### src/rtl/ctrl_pkg.sv
// Shared encodings for the R/I/J CPU sequencing controller: states, opcodes,
// funct codes, instruction classes and the datapath select codes.
package ctrl_pkg;

    typedef enum logic [2:0] {
        ST_FETCH  = 3'd0,
        ST_DECODE = 3'd1,
        ST_EXEC   = 3'd2,
        ST_MEM    = 3'd3,
        ST_WB     = 3'd4
    } state_t;

    typedef enum logic [3:0] {
        IC_R_ALU,
        IC_LOAD,
        IC_STORE,
        IC_BR,
        IC_JMP,
        IC_JR,
        IC_JAL,
        IC_IMM,
        IC_ILL
    } iclass_t;

    localparam logic [5:0] OP_RTYPE = 6'h00;
    localparam logic [5:0] OP_LW    = 6'h23;
    localparam logic [5:0] OP_SW    = 6'h2B;
    localparam logic [5:0] OP_BEQ   = 6'h04;
    localparam logic [5:0] OP_BNE   = 6'h05;
    localparam logic [5:0] OP_ADDI  = 6'h08;
    localparam logic [5:0] OP_ORI   = 6'h0D;
    localparam logic [5:0] OP_J     = 6'h02;
    localparam logic [5:0] OP_JAL   = 6'h03;

    localparam logic [5:0] FN_ADD = 6'h20;
    localparam logic [5:0] FN_SUB = 6'h22;
    localparam logic [5:0] FN_AND = 6'h24;
    localparam logic [5:0] FN_OR  = 6'h25;
    localparam logic [5:0] FN_SLT = 6'h2A;
    localparam logic [5:0] FN_JR  = 6'h08;

    localparam logic [2:0] ALU_ADD   = 3'b000;
    localparam logic [2:0] ALU_SUB   = 3'b001;
    localparam logic [2:0] ALU_AND   = 3'b010;
    localparam logic [2:0] ALU_OR    = 3'b011;
    localparam logic [2:0] ALU_SLT   = 3'b100;
    localparam logic [2:0] ALU_PASSB = 3'b101;

    localparam logic [1:0] NPC_BRANCH = 2'b00;
    localparam logic [1:0] NPC_JIMM   = 2'b01;
    localparam logic [1:0] NPC_JR     = 2'b10;

    localparam logic [1:0] DST_RT = 2'b00;
    localparam logic [1:0] DST_RD = 2'b01;
    localparam logic [1:0] DST_RA = 2'b10;

    localparam logic [1:0] WB_ALU = 2'b00;
    localparam logic [1:0] WB_MEM = 2'b01;
    localparam logic [1:0] WB_PC4 = 2'b10;

    typedef struct packed {
        iclass_t    iclass;
        logic [2:0] alu_op;
        logic       alu_src;
        logic       br_ne;
    } dec_t;

endpackage

### src/rtl/ctrl_decode.sv
// Combinational instruction classifier: maps opcode/funct to an instruction
// class plus the ALU operation and operand select used in EXEC.
module ctrl_decode
    import ctrl_pkg::*;
(
    input  logic [5:0] opcode,
    input  logic [5:0] funct,
    output dec_t       dec
);

    // NOTE: every field gets a default before the case so no path leaves it unassigned (no latch).
    always_comb begin
        dec = '{iclass: IC_ILL, alu_op: ALU_ADD, alu_src: 1'b0, br_ne: 1'b0};
        case (opcode)
            OP_RTYPE: begin
                dec.iclass = IC_R_ALU;
                case (funct)
                    FN_ADD:  dec.alu_op = ALU_ADD;
                    FN_SUB:  dec.alu_op = ALU_SUB;
                    FN_AND:  dec.alu_op = ALU_AND;
                    FN_OR:   dec.alu_op = ALU_OR;
                    FN_SLT:  dec.alu_op = ALU_SLT;
                    FN_JR:   dec.iclass = IC_JR;
                    default: dec.iclass = IC_ILL;
                endcase
            end
            OP_LW:   dec = '{iclass: IC_LOAD,  alu_op: ALU_ADD,   alu_src: 1'b1, br_ne: 1'b0};
            OP_SW:   dec = '{iclass: IC_STORE, alu_op: ALU_ADD,   alu_src: 1'b1, br_ne: 1'b0};
            OP_BEQ:  dec = '{iclass: IC_BR,    alu_op: ALU_SUB,   alu_src: 1'b0, br_ne: 1'b0};
            OP_BNE:  dec = '{iclass: IC_BR,    alu_op: ALU_SUB,   alu_src: 1'b0, br_ne: 1'b1};
            OP_ADDI: dec = '{iclass: IC_IMM,   alu_op: ALU_ADD,   alu_src: 1'b1, br_ne: 1'b0};
            OP_ORI:  dec = '{iclass: IC_IMM,   alu_op: ALU_OR,    alu_src: 1'b1, br_ne: 1'b0};
            OP_J:    dec = '{iclass: IC_JMP,   alu_op: ALU_PASSB, alu_src: 1'b0, br_ne: 1'b0};
            OP_JAL:  dec = '{iclass: IC_JAL,   alu_op: ALU_PASSB, alu_src: 1'b0, br_ne: 1'b0};
            default: dec.iclass = IC_ILL;
        endcase
    end

endmodule

### src/rtl/cpu_seq_ctrl.sv
// Multi-cycle FETCH/DECODE/EXEC/MEM/WB sequencer for the R/I/J CPU.
// Define CTRL_PERF_CNT_EN to add the cyc_cnt/ret_cnt performance counters.
module cpu_seq_ctrl
    import ctrl_pkg::*;
#(
    parameter int MEM_TIMEOUT = 15
) (
    input  logic       clk,
    input  logic       rst,
    input  logic [5:0] opcode,
    input  logic [5:0] funct,
    input  logic       zero,
    input  logic       mem_ready,
    output logic       if_en,
    output logic       cond,
    output logic [1:0] npc_sel,
    output logic       reg_we,
    output logic [1:0] reg_dst,
    output logic       alu_src,
    output logic [2:0] alu_op,
    output logic       mem_re,
    output logic       mem_we,
    output logic [1:0] wb_sel,
    output logic [2:0] state,
    output logic       illegal,
    output logic       bus_err
`ifdef CTRL_PERF_CNT_EN
    ,
    output logic [31:0] cyc_cnt,
    output logic [31:0] ret_cnt
`endif
);

    state_t      cur_state, next_state;
    logic [5:0]  op_q, fn_q;
    logic [5:0]  dec_op, dec_fn;
    dec_t        dec;
    logic [31:0] wait_cnt;
    logic        timeout;

    logic       if_en_d, cond_d, reg_we_d, alu_src_d, mem_re_d, mem_we_d;
    logic       illegal_d, bus_err_d;
    logic [1:0] npc_sel_d, reg_dst_d, wb_sel_d;
    logic [2:0] alu_op_d;

    assign state = cur_state;

    // DECODE sees the live IR; every later state works from the captured copy.
    assign dec_op = (cur_state == ST_DECODE) ? opcode : op_q;
    assign dec_fn = (cur_state == ST_DECODE) ? funct  : fn_q;

    ctrl_decode u_decode (
        .opcode (dec_op),
        .funct  (dec_fn),
        .dec    (dec)
    );

    // NOTE: the IR capture needs no reset; it is always written in DECODE before anything reads it.
    always_ff @(posedge clk) begin
        if (cur_state == ST_DECODE) begin
            op_q <= opcode;
            fn_q <= funct;
        end
    end

    assign timeout = (MEM_TIMEOUT != 0) && (cur_state == ST_MEM) && !mem_ready &&
                     (wait_cnt == 32'(MEM_TIMEOUT - 1));

    // NOTE: sequential state uses non-blocking assignments so all registers update together.
    always_ff @(posedge clk) begin
        if (rst) begin
            cur_state <= ST_FETCH;
            wait_cnt  <= '0;
        end else begin
            cur_state <= next_state;
            wait_cnt  <= (cur_state == ST_MEM && next_state == ST_MEM) ? wait_cnt + 32'd1 : '0;
        end
    end

    always_comb begin
        next_state = cur_state;
        case (cur_state)
            ST_FETCH:  if (if_en) next_state = ST_DECODE;
            ST_DECODE: next_state = (dec.iclass == IC_ILL) ? ST_FETCH : ST_EXEC;
            ST_EXEC: begin
                case (dec.iclass)
                    IC_LOAD, IC_STORE:       next_state = ST_MEM;
                    IC_R_ALU, IC_IMM, IC_JAL: next_state = ST_WB;
                    default:                 next_state = ST_FETCH;
                endcase
            end
            ST_MEM: begin
                if (mem_ready)
                    next_state = (dec.iclass == IC_LOAD) ? ST_WB : ST_FETCH;
                else if (timeout)
                    next_state = ST_FETCH;
            end
            ST_WB:   next_state = ST_FETCH;
            default: next_state = ST_FETCH;
        endcase
    end

    // Outputs are computed for the state being entered, so the registered value is valid in that state.
    always_comb begin
        if_en_d   = (next_state == ST_FETCH);
        reg_we_d  = (next_state == ST_WB);
        mem_re_d  = (next_state == ST_MEM) && (dec.iclass == IC_LOAD);
        mem_we_d  = (next_state == ST_MEM) && (dec.iclass == IC_STORE);
        alu_op_d  = alu_op;
        alu_src_d = alu_src;
        npc_sel_d = npc_sel;
        reg_dst_d = reg_dst;
        wb_sel_d  = wb_sel;
        cond_d    = cond;
        illegal_d = illegal || (cur_state == ST_DECODE && dec.iclass == IC_ILL);
        bus_err_d = bus_err || timeout;

        if (cur_state == ST_FETCH && if_en)
            cond_d = 1'b0;

        if (next_state == ST_EXEC) begin
            alu_op_d  = dec.alu_op;
            alu_src_d = dec.alu_src;
            case (dec.iclass)
                IC_JMP, IC_JAL: begin npc_sel_d = NPC_JIMM; cond_d = 1'b1; end
                IC_JR:          begin npc_sel_d = NPC_JR;   cond_d = 1'b1; end
                default:        npc_sel_d = NPC_BRANCH;
            endcase
        end

        // Branch outcome is only known once zero is valid, at the end of EXEC.
        if (cur_state == ST_EXEC && dec.iclass == IC_BR)
            cond_d = zero ^ dec.br_ne;

        if (next_state == ST_WB) begin
            case (dec.iclass)
                IC_R_ALU: begin reg_dst_d = DST_RD; wb_sel_d = WB_ALU; end
                IC_LOAD:  begin reg_dst_d = DST_RT; wb_sel_d = WB_MEM; end
                IC_JAL:   begin reg_dst_d = DST_RA; wb_sel_d = WB_PC4; end
                default:  begin reg_dst_d = DST_RT; wb_sel_d = WB_ALU; end
            endcase
        end
    end

    always_ff @(posedge clk) begin
        if (rst) begin
            if_en   <= 1'b0;
            cond    <= 1'b0;
            npc_sel <= NPC_BRANCH;
            reg_we  <= 1'b0;
            reg_dst <= DST_RT;
            alu_src <= 1'b0;
            alu_op  <= ALU_ADD;
            mem_re  <= 1'b0;
            mem_we  <= 1'b0;
            wb_sel  <= WB_ALU;
            illegal <= 1'b0;
            bus_err <= 1'b0;
        end else begin
            if_en   <= if_en_d;
            cond    <= cond_d;
            npc_sel <= npc_sel_d;
            reg_we  <= reg_we_d;
            reg_dst <= reg_dst_d;
            alu_src <= alu_src_d;
            alu_op  <= alu_op_d;
            mem_re  <= mem_re_d;
            mem_we  <= mem_we_d;
            wb_sel  <= wb_sel_d;
            illegal <= illegal_d;
            bus_err <= bus_err_d;
        end
    end

`ifdef CTRL_PERF_CNT_EN
    logic retire;

    // Illegal instructions leave from DECODE and aborts leave MEM without ready, so neither retires.
    assign retire = (next_state == ST_FETCH) &&
                    ((cur_state == ST_EXEC) || (cur_state == ST_WB) ||
                     (cur_state == ST_MEM && mem_ready));

    always_ff @(posedge clk) begin
        if (rst) begin
            cyc_cnt <= '0;
            ret_cnt <= '0;
        end else begin
            cyc_cnt <= cyc_cnt + 32'd1;
            if (retire)
                ret_cnt <= ret_cnt + 32'd1;
        end
    end
`else
    // Performance counters are not built in this configuration.
`endif

endmodule

### config.mk
export PLATFORM = sky130hd
export DESIGN_NAME = cpu_seq_ctrl
export DESIGN_NICKNAME = d
export VERILOG_FILES = /design/src/rtl/ctrl_pkg.sv /design/src/rtl/ctrl_decode.sv /design/src/rtl/cpu_seq_ctrl.sv
export SDC_FILE = /design/constraint.sdc
export NUM_CORES = 1
export LEC_CHECK = 0
export BUFFER_PORTS_ARGS = -buffer_cell sky130_fd_sc_hd__buf_2
export CAP_MARGIN = 20
export CORE_MARGIN = 2
export CORE_UTILIZATION = 32
export DETAILED_ROUTE_END_ITERATION = 8
export PLACE_DENSITY_LB_ADDON = 0.25
export RECOVER_POWER = 50
export SETUP_SLACK_MARGIN = 0.5
export SYNTH_ARGS = -nofsm -noshare
export SYNTH_HDL_FRONTEND = slang
export SYNTH_SLANG_ARGS = --single-unit
### constraint.sdc
create_clock -name clk -period 3.2 [get_ports clk]
set_input_delay 0.16 -clock clk [delete_from_list [all_inputs] [get_ports clk]]
set_output_delay 0.16 -clock clk [all_outputs]
set_load 0.01 [all_outputs]
==> flow_summary.yaml <==
sta:
  report.final.setup_viol: 0
  rsz0062_at_grt: "no"
  max_freq_mhz: 361
  setup_slack_ns: 0.433
  slew_headroom_pct: 53.1
  fin_skew_ns: 0.00994
  fin_crit_sh_pct: 86.5
  hold_violations: 0
  tns_ns: 0
  slew_viol_final: 0
  worst_slew_pin_slew_ns: 0.693
  finalCriticalPeriod_ns: 2.77
  timing.hold.ws_ns: 0.0805
logic_synthesis:
  ys_warn_count: 0
  async_flop_share_pct: 0
  synth_top_family_by_area: "simple AND/OR/NAND/NOR gates"
  postSynthCellCount: 402
  synth_seq_cells: 63
  seq_area_frac_synth_pct: 37.9
  yosys.area_share.adder_pct: 0.753
  yosys_most_used_dff: "dfxtp_1"
  synth_edf_count: 0
  synth_area_leaders: "dfxtp_1, nor2_1, xor2_1"
  synth_compound_area_share_pct: 9.60
  synth_cell_types: 62
  yosys.area.top_type: "dfxtp_1"
  syn-cell-area_sq_mm: 0.00332
  syn_avg_cell_area_sq_um: 8.27
  synth_xor_area_share_pct: 8.96
  synthSimpleGateAreaFrac_pct: 34.1
  synthMuxAreaShare_pct: 4.18
  syn_nets: 420
  yosysTopAreaCellShare_pct: 37.9
global_routing:
  antenna_found_initial: 0
  grt_first_pass_wirelength_mm: 13.0
  grt_use_total_pct: 14.2
  grt_max_degree: 33
  grt_overflow: 0
  grt_pass1_vias: 2698
critical_path:
  start_kind: "flop"
  r2r-start: "state[0]"
  startpoint: "state[0]"
  r2r_cells: 8
  crit_end: "wb_sel[1]"
  cp_max_fo: 17
  crit_arrival_ns: 2.98
  rrSetupSlack_ns: 0.43
  path_class: "reg -> reg"
  path_cells: "nor3b_4, buf_8, mux2i_1, o32a_1, a211o_1, nor4bb_4, nor3_4, mux2_4"
  crit_path_top_delay_cell: "mux2i_1"
  rr_endpoint: "wb_sel[1]"
  crit_required_ns: 3.42
  end_kind: "flop"
  cpPeakStageDelay_ns: 0.46
pwr:
  p_per_area_mw_per_mm2: 558
  peakVddDrop_uv: 188
  internal_power_mw: 1.43
  clockPowerShare_pct: 32.1
  p_leak_nw: 1.35
  combPwrFrac_pct: 23.1
  p_sw_share_pct: 33.4
  seqPwrFrac_pct: 44.8
  total_power_mw: 2.15
  p_sw_uw: 718
die:
  die_x_um: 106
  die_area_sq_mm: 0.0112
  num_io_pins: 36
  rows: 37
  chipHeight_um: 106
  core_area_sq_mm: 0.0102
  start_util_pct: 32.6
clock_network:
  clkLatencyLatePin_ns: 0.33
  cts_root_buf: "clkbuf_8"
  cts.hold.buffers_added: 0
  cts_tree: "yes"
  numCtsBuffers: 9
  cts_sinks: 63
  cts_htree_levels: 3
  clk_pin_slew_ns: 0.07
  clk_path_buf_depth: 2
final_layout:
  drive_gt1_share_pct: 13.3
  final_cell_area_sq_mm: 0.00386
  fin_cells: 578
  nNetsFinal: 455
  final_core_util_pct: 37.9
  area_delta_synth_final_pct: 16.0
  antennaDiodeCount: 0
hold_path:
  hold_class: "in -> reg"
  whs_path_depth: 3
route:
  remaining_drc_errors: 0
  ant_nets: 0
  vias_per_cell: 5.01
  routed_wl_mm: 7.72
  drtIter0Drc: 93
  vias: 2897
  wire_per_inst_um: 13.4
  drtPass1Iterations: 4
placement:
  dp_hpwl_mm: 5.62
  routabilityCongestion: 0.832
  dp_slack_ns: 0.445
  port_buffers: 35
  dp_cells: 558
  dpl_cell_area_sq_mm: 0.00363
run_status:
  status: "completed"
job:
  maxCapViolations: 0
[worst max-delay path: cells and delay by family, from the launching register on]
kind / cells / cell delay, ns
buffers and inverters: 1 / 0.21
muxes: 2 / 0.76
AOI/OAI and AO/OA: 2 / 0.43
and+or+nand+nor: 3 / 0.82
DFF: 1 / 0.43
[repair_timing]
action,4_1_cts,5_1_grt
gates resized for setup,4,9
hold endpoints to repair,0,0
pin swaps,1,2
endpoints found under the setup margin,2,36
buffers inserted,1,3
[cell usage in the layout (no fill, tap or decap), drive strengths merged, types with 2 or more instances in the layout]
cell | synthesis | layout
inv | 14 | 15
or3b | 2 | 2
o211ai | 2 | 2
nand4 | 9 | 9
nand2b | 5 | 5
a221oi | 2 | 2
or4 | 2 | 2
clkbuf | 16 | 28
clkinv | 0 | 3
and2 | 5 | 5
a211oi | 4 | 4
clkinvlp | 0 | 2
ha | 2 | 2
xnor2 | 11 | 11
a21oi | 15 | 15
nor2b | 6 | 6
dfxtp | 63 | 63
nand2 | 41 | 41
nor3 | 16 | 16
nand3 | 17 | 17
xor2 | 23 | 23
nor2 | 62 | 62
or3 | 4 | 4
nor4b | 3 | 3
o21ai | 7 | 7
o21bai | 2 | 2
nor4 | 10 | 10
nor4bb | 2 | 2
o32ai | 2 | 2
and3 | 5 | 5
buf | 5 | 26
mux2 | 4 | 4
and4 | 4 | 4
and3b | 4 | 4
nand3b | 3 | 3
mux2i | 9 | 9
nor3b | 8 | 8
[metal layers]
| metal | vias up | GRT usage (%) | routed length [um] |
|---|---|---|---|
| li1 | 1475 | - | - |
| met1 | 1355 | 20.6 | 4010 |
| met2 | 60 | 21.1 | 3280 |
| met3 | 7 | 2.88 | 368 |
| met4 | 0 | 4.61 | 69 |
| met5 | - | 0 | 0 |
[flip-flops by register name, indices dropped and copies added, names as in the netlist]
| name | flops |
|---|---|
| illegal | 1 |
| if_en | 1 |
| alu_src | 1 |
| npc_sel | 2 |
| cond | 1 |
| wait_cnt | 32 |
| fn_q | 6 |
| op_q | 6 |
| reg_dst | 1 |
| wb_sel | 2 |
| bus_err | 1 |
| reg_we | 1 |
| mem_we | 1 |
| mem_re | 1 |
| state | 3 |
| alu_op | 3 |
[cells by family (layout without fill, tap and decap cells)]
family          count (synthesis)  after routing
mux                            13             13
compound gates                 45             45
fa+ha+maj                       2              2
simple gates                  210            210
flops                          63             63
buf+inv                        35             75
xor+xnor                       34             34
[power by group through the flow]
| stage | Clock [mW] | Combinational, mW | Sequential [mW] |
|---|---|---|---|
| final | 0.691 | 0.498 | 0.964 |
| after global routing | 0.746 | 0.552 | 0.977 |
| after CTS | 0.708 | 0.490 | 0.964 |
| after detailed placement | 0 | 0.475 | 0.979 |
| after global placement | 0 | 0.478 | 0.977 |
| after floorplan | 0 | 0.417 | 0.918 |
[worst min path at each step]
stage / start / endpoint
3_3_place_gp: funct[2] / fn_q[2]
4_1_cts: funct[4] / fn_q[4]
5_1_grt: funct[4] / fn_q[4]
3_5_place_dp: funct[4] / fn_q[4]
2_1_floorplan: funct[2] / fn_q[2]
6_report: funct[4] / fn_q[4]
[cells in the mapped netlist (5+ instances only)]
library cell,n
dfxtp_1,63
nor2_1,62
nand2_1,41
xor2_1,23
nand3_1,17
clkbuf_1,16
a21oi_1,14
inv_1,14
nor3_1,13
xnor2_1,11
nor4_1,10
mux2i_1,9
nand4_1,9
nor3b_1,7
nor2b_1,6
o21ai_0,6
and2_1,5
and3_1,5
nand2b_1,5
[layout make-up]
| type | instances | area, sq um |
|---|---|---|
| fill | 1088 | 6330 |
| timing repair buffer | 45 | 234 |
| clock inverter | 7 | 72.6 |
| multi-input combinational | 304 | 1940 |
| clock buffer | 9 | 124 |
| tap | 136 | 170 |
| inverter | 14 | 52.6 |
| sequential | 63 | 1260 |
Power figures use the tool's default switching activity.
